`config.mk`:
```
export PLATFORM = sky130hd
export DESIGN_NAME = fetch
export DESIGN_NICKNAME = d
export VERILOG_FILES = /design/src/rtl/fetch_pkg.sv /design/src/rtl/fetch_fifo.sv /design/src/rtl/fetch.sv
export SDC_FILE = /design/constraint.sdc
export NUM_CORES = 1
export LEC_CHECK = 0
export BUFFER_PORTS_ARGS = -buffer_cell sky130_fd_sc_hd__buf_2
export CAP_MARGIN = 0
export CORE_MARGIN = 2
export CORE_UTILIZATION = 45
export DETAILED_ROUTE_END_ITERATION = 8
export HOLD_SLACK_MARGIN = 0.15
export PLACE_DENSITY_LB_ADDON = 0.1
export SYNTH_ARGS = -nofsm -noshare
export SYNTH_HDL_FRONTEND = slang
export SYNTH_HIERARCHICAL = 1
export SYNTH_SLANG_ARGS = --single-unit
```
`constraint.sdc`:
```
create_clock -name clk -period 3.1 [get_ports clk]
set_input_delay 0.62 -clock clk [delete_from_list [all_inputs] [get_ports clk]]
set_output_delay 0.62 -clock clk [all_outputs]
set_load 0.01 [all_outputs]
```
`src/rtl/fetch_pkg.sv`:
```
// Shared types and constants for the instruction fetch unit.
//   ILEN          instruction / address width
//   PC_STEP       byte distance between consecutive instruction words
//   fetch_entry_t {pc, word} pair held in the fetch buffer
//   align_pc      forces a PC onto a word boundary
package fetch_pkg;

  localparam int unsigned ILEN    = 32;
  localparam logic [31:0] PC_STEP = 32'd4;

  typedef struct packed {
    logic [ILEN-1:0] pc;
    logic [ILEN-1:0] word;
  } fetch_entry_t;

  function automatic logic [ILEN-1:0] align_pc(input logic [ILEN-1:0] addr);
    return {addr[ILEN-1:2], 2'b00};
  endfunction

endpackage

```
`src/rtl/fetch_fifo.sv`:
```
// Small synchronous FIFO holding fetched {pc, word} entries.
//   clk, reset    clock and synchronous active-high reset
//   push_i        write push_data_i at the tail (ignored when full without a pop)
//   push_data_i   entry to write
//   pop_i         drop the head entry (ignored when empty)
//   flush_i       empty the FIFO; takes priority over push/pop
//   count_o       number of valid entries
//   head_o        head entry; all-zero storage after reset
module fetch_fifo #(
  parameter int unsigned WIDTH = 64,
  parameter int unsigned DEPTH = 2
) (
  input  logic                         clk,
  input  logic                         reset,
  input  logic                         push_i,
  input  logic [WIDTH-1:0]             push_data_i,
  input  logic                         pop_i,
  input  logic                         flush_i,
  output logic [$clog2(DEPTH+1)-1:0]   count_o,
  output logic [WIDTH-1:0]             head_o
);

  localparam int unsigned PtrW = $clog2(DEPTH);
  localparam int unsigned CntW = $clog2(DEPTH + 1);

  logic [WIDTH-1:0] mem_q [DEPTH];
  logic [PtrW-1:0]  wr_ptr_q, rd_ptr_q;
  logic [CntW-1:0]  count_q;
  logic             pop_ok, push_ok;

  assign pop_ok  = pop_i && (count_q != '0);
  assign push_ok = push_i && ((count_q != CntW'(DEPTH)) || pop_ok);

  always_ff @(posedge clk) begin
    if (reset) begin
      for (int i = 0; i < int'(DEPTH); i++) mem_q[i] <= '0;
      wr_ptr_q <= '0;
      rd_ptr_q <= '0;
      count_q  <= '0;
    end else if (flush_i) begin
      wr_ptr_q <= '0;
      rd_ptr_q <= '0;
      count_q  <= '0;
    end else begin
      if (push_ok) begin
        mem_q[wr_ptr_q] <= push_data_i;
        wr_ptr_q        <= wr_ptr_q + PtrW'(1);
      end
      if (pop_ok) rd_ptr_q <= rd_ptr_q + PtrW'(1);
      count_q <= count_q + CntW'(push_ok) - CntW'(pop_ok);
    end
  end

  assign count_o = count_q;
  assign head_o  = mem_q[rd_ptr_q];

endmodule

```
`src/rtl/fetch.sv`:
```
// Instruction fetch unit: issues in-order word reads, buffers the returned words with their PCs
// and hands them to decode. A one-cycle redirect flushes everything and restarts at a new PC.
//   clk, reset                       clock, synchronous active-high reset
//   mem_req_valid/ready/addr         read request channel to instruction memory
//   mem_resp_valid/data              read response (always accepted, in order)
//   redirect, redirect_pc            flush-and-restart pulse from execute
//   instr_valid/ready, instr, instr_pc  decoded-side handshake
module fetch
  import fetch_pkg::*;
#(
  parameter logic [31:0] RESET_PC = 32'h0000_0000,
  parameter int unsigned DEPTH    = 2
) (
  input  logic        clk,
  input  logic        reset,
  output logic        mem_req_valid,
  input  logic        mem_req_ready,
  output logic [31:0] mem_req_addr,
  input  logic        mem_resp_valid,
  input  logic [31:0] mem_resp_data,
  input  logic        redirect,
  input  logic [31:0] redirect_pc,
  output logic        instr_valid,
  input  logic        instr_ready,
  output logic [31:0] instr,
  output logic [31:0] instr_pc
);

  localparam int unsigned CntW = $clog2(DEPTH + 1);

  logic [31:0]     pc_q, pc_d, resp_pc_q, resp_pc_d;
  logic [CntW-1:0] inflight_q, inflight_d, drop_q, drop_d;
  logic [CntW-1:0] count;
  logic [CntW:0]   credits_used;
  logic            req_fire, push, pop;
  fetch_entry_t    push_entry, head;
  logic [$bits(fetch_entry_t)-1:0] head_raw;

  // Buffered plus in-flight entries never exceed DEPTH, so a push always finds room.
  assign credits_used  = {1'b0, inflight_q} + {1'b0, count};
  assign mem_req_valid = !reset && !redirect && (credits_used < (CntW + 1)'(DEPTH));
  assign mem_req_addr  = pc_q;
  assign req_fire      = mem_req_valid && mem_req_ready;

  // Responses to pre-redirect requests (including one landing in the redirect cycle) are dropped.
  assign push = mem_resp_valid && !redirect && (drop_q == '0);
  assign pop  = instr_valid && instr_ready && !redirect;

  assign push_entry = '{pc: resp_pc_q, word: mem_resp_data};
  assign head       = fetch_entry_t'(head_raw);

  assign instr_valid = !reset && (count != '0);
  assign instr       = reset ? '0 : head.word;
  assign instr_pc    = reset ? '0 : head.pc;

  always_comb begin
    pc_d       = pc_q;
    resp_pc_d  = resp_pc_q;
    inflight_d = inflight_q;
    drop_d     = drop_q;
    if (req_fire) begin
      pc_d       = pc_q + PC_STEP;
      inflight_d = inflight_d + CntW'(1);
    end
    if (mem_resp_valid) inflight_d = inflight_d - CntW'(1);
    if (redirect) begin
      pc_d      = align_pc(redirect_pc);
      resp_pc_d = align_pc(redirect_pc);
      // Every request still outstanding after this cycle belongs to the old stream.
      drop_d    = inflight_q - CntW'(mem_resp_valid);
    end else begin
      if (mem_resp_valid && (drop_q != '0)) drop_d = drop_q - CntW'(1);
      if (push) resp_pc_d = resp_pc_q + PC_STEP;
    end
  end

  always_ff @(posedge clk) begin
    if (reset) begin
      pc_q       <= RESET_PC;
      resp_pc_q  <= RESET_PC;
      inflight_q <= '0;
      drop_q     <= '0;
    end else begin
      pc_q       <= pc_d;
      resp_pc_q  <= resp_pc_d;
      inflight_q <= inflight_d;
      drop_q     <= drop_d;
    end
  end

  fetch_fifo #(
    .WIDTH ($bits(fetch_entry_t)),
    .DEPTH (DEPTH)
  ) u_fifo (
    .clk         (clk),
    .reset       (reset),
    .push_i      (push),
    .push_data_i (push_entry),
    .pop_i       (pop),
    .flush_i     (redirect),
    .count_o     (count),
    .head_o      (head_raw)
  );

  // A response with nothing outstanding means the memory broke the protocol.
  a_resp_has_request : assert property (@(posedge clk) disable iff (reset)
    !(mem_resp_valid && (inflight_q == '0)));

endmodule

```
==> metrics.md <==
| Metric | Value |
|---|---|
| Setup ws final | `0.407 ns` |
| Share of layout cells above drive strength 1 | `0.289` |
| Fin. Hold Viols | `0` |
| Post-Route WL | `23.7 mm` |
| Critical-path maximum fanout | `7` |
| Clock buffer depth | `2` |
| Comb power frac | `0.098` |
| Setup Crit Path Kind | `reg -> reg` |
| Pins Over Slew Limit | `0` |
| Global route overflow | `0` |
| Antenna violations before repair | `0` |
| Antenna cells | `0` |
| Clock Sinks | `197` |
| Die area | `23,700 um^2` |
| Switching pwr | `1.47 mW` |
| CP cell instances | `and2_1 -> fa_1 -> or3b_1 -> or3_1 -> or4_1 -> a31oi_1` |
| Std cell rows | `54` |
| All-Layer GR Usage | `0.201` |
| H-tree depth | `4` |
| Core Region | `22,000 um^2` |
| Clk slew on worst S/H paths | `0.08 ns` |
| Post-Synthesis Cell Area | `10,100 um^2` |
| Slew headroom | `0.341` |
| DR WL/cell | `17.4 um` |
| Worst Max-Slew Pin Slew | `0.989 ns` |
| Mapped Cells | `918` |
| Port Buffer Count | `163` |
| Crit-path max cell delay | `0.54 ns` |
| Initial core utilization | `0.461` |
| Synth async-reset ratio | `0` |
| Vias per cell | `5.53` |
| Max-Cap Viols | `0` |
| Post-route DRC | `0` |
| Count leader, synth | `edfxtp_1` |
| Fin crit share | `0.869` |
| Pint | `4.32 mW` |
| CTS tree | `built` |
| Required arrival time at the worst endpoint | `3.46 ns` |
| Fmax | `0.371 GHz` |
| CTS Hold Bufs | `0` |
| Slowest CP cell | `or4_1` |
| Synth Area per Inst | `11.0 um^2` |
| Vias | `7,525` |
| Cts bufs inserted | `17` |
| Routed Antenna Nets | `0` |
| Synth cell count leaders | `edfxtp_1 (128), and2_1 (118), dfxtp_1 (69), nor2b_1 (67), mux2_2 (64)` |
| R2R cell count | `6` |
| Critical Path Source Type | `register` |
| Synth warn | `6` |
| Sw Ratio | `0.254` |
| Tmin final | `2.69 ns` |
| Clock power share | `0.378` |
| Share of the synthesized area in the top cell type | `0.380` |
| Post-CTS Setup Inserts | `0` |
| Status | `finished clean` |
| Nets | `1,145` |
| Cell taking the most area after synthesis | `edfxtp_1` |
| Final setup fails | `0` |
| RSZ-0062 raised after global routing | `no` |
| Largest net degree at the start of global routing | `73` |
| Post-placement setup slack | `0.408 ns` |
| First-pass GRT wire length | `37.8 mm` |
| Synth unique cells | `60` |
| DR pass1 iterations | `5` |
| Top FF cell, synth | `edfxtp_1` |
| Clock Skews | `0.0149 ns` |
| Sequential share of power | `0.523` |
| Die Width | `154 um` |
| Worst setup EP type | `register` |
| Synth Register Bits | `197` |
| Leakage power | `4.60 nW` |
| Pwr Density | `490 nW/um^2` |
| Vias in the first global route | `7,094` |
| Worst vdd ir | `315 uV` |
| Arrival time worst endpoint | `3.05 ns` |
| Worst hold slack | `0.474 ns` |
| Iter 0 DRT Violations | `418` |
| Final Wtd Congestion | `0.879` |
| Clock Tree Root | `clkbuf_16` |
| Hpwl dp | `16.1 mm` |
| Hold Path Cell Cnt | `3` |
| Register area share after synthesis | `0.516` |
| EDFF count, synth | `128` |
| Chip Height | `154 um` |
| Post-cts sizing count | `0` |
| Most area-consuming cells after synthesis | `edfxtp_1 (38%), dfxtp_1 (14%), and2_1 (7.3%)` |
| Area grow syn2layout | `16.9%` |
| Setup TNS | `0 ns` |
| IO Count | `168` |
| Worst hold path type | `in -> reg` |
| Worst-Skew Late Latency | `0.43 ns` |
==> layout make-up <==
cell class	count	area [um^2]
inverters	11	41.3
repair buffers	188	1080
multi-input cells	653	4550
fillers	1981	10100
clock buffers	18	429
well taps	280	350
flip-flops and latches	197	5230
clock inverters	14	154
==> critical path, delay by kind of cell (launching register included) <==
family	cells	cell delay, ns
flops	1	0.39
fa+ha+maj	1	0.45
simple gates	4	1.62
compound gates	1	0.16
==> cell families after synthesis <==
kind of cell / share of synthesized area
other: 0.000370
AND/OR/NAND/NOR: 0.252
flip-flops: 0.516
adder cells (fa/ha/maj): 0.00939
buffers and inverters: 0.0369
multiplexers: 0.0731
XOR/XNOR: 0.0199
AO/OA/AOI/OAI: 0.0923
==> worst paths after layout <==
| path | start | to | slack, ns |
|---|---|---|---|
| setup reg to reg | u_fifo/count_o[0] | mem_req_addr[21] | 0.41 |
| setup / recovery | u_fifo/count_o[0] | mem_req_addr[21] | 0.41 |
| hold / removal | redirect_pc[12] | mem_req_addr[12] | 0.47 |
| hold reg to reg | resp_pc_q[31] | resp_pc_q[31] | 0.55 |
==> cells in the final DEF (no fill, tap or decap), types with 5 or more instances in the layout <==
master and count:
buf_2 162, edfxtp_1 128, and2_1 118, dfxtp_1 68, nor2b_1 67, mux2_2 64, nand2_1 37, nand3_1 28
o21ai_0 27, nand4_1 23, nor2_1 22, a31oi_1 20, buf_4 20, and2_4 18, and4_1 17, clkbuf_16 17
xnor2_1 15, or4_1 15, nor3_1 14, a21boi_0 13, and3_1 12, nor4_1 12, o21a_1 12, or3_1 11
inv_1 10, xor2_1 8, a211oi_1 8, a311oi_1 8, o31ai_1 8, o211ai_1 7, a21oi_1 7, ha_1 6
conb_1 6, buf_12 6, inv_6 5
==> stage by stage <==
stage	total power, mW	area [um^2]	std cells	util
after detailed placement	3.67	11300	1329	0.512
after global routing	6.02	11800	1361	0.539
after floorplan	3.40	10100	923	-
after global placement	3.66	11300	1329	0.512
after CTS	5.84	11800	1361	0.539
final	5.79	11800	1361	0.539
==> layer usage <==
layer / vias to the layer above / part of all wire / track usage / wire [um]
met3: 31 / 0.059 / 0.0366 / 1400
met4: 0 / 0.019 / 0.0628 / 458
met2: 251 / 0.46 / 0.328 / 11000
met5: - / 0 / 0 / 0
li1: 3670 / - / - / -
met1: 3573 / 0.46 / 0.274 / 10900
==> state kept, by name (all words and copies together), names as in the netlist, named ones only <==
signal	count
resp_pc_q	30
u_fifo/count_o	2
mem_req_addr	30
drop_q	2
u_fifo/wr_ptr_q	1
inflight_q	2
u_fifo/mem_q	128
u_fifo/rd_ptr_q	1
==> power by group through the flow <==
stage | sequential (mW) | clock, mW | combinational [mW]
5_1_grt | 3.05 | 2.34 | 0.628
4_1_cts | 3.03 | 2.23 | 0.577
6_report | 3.03 | 2.19 | 0.569
2_1_floorplan | 3.07 | 0 | 0.333
3_5_place_dp | 3.09 | 0 | 0.574
3_3_place_gp | 3.09 | 0 | 0.569
(Power assumes the default switching activity.)
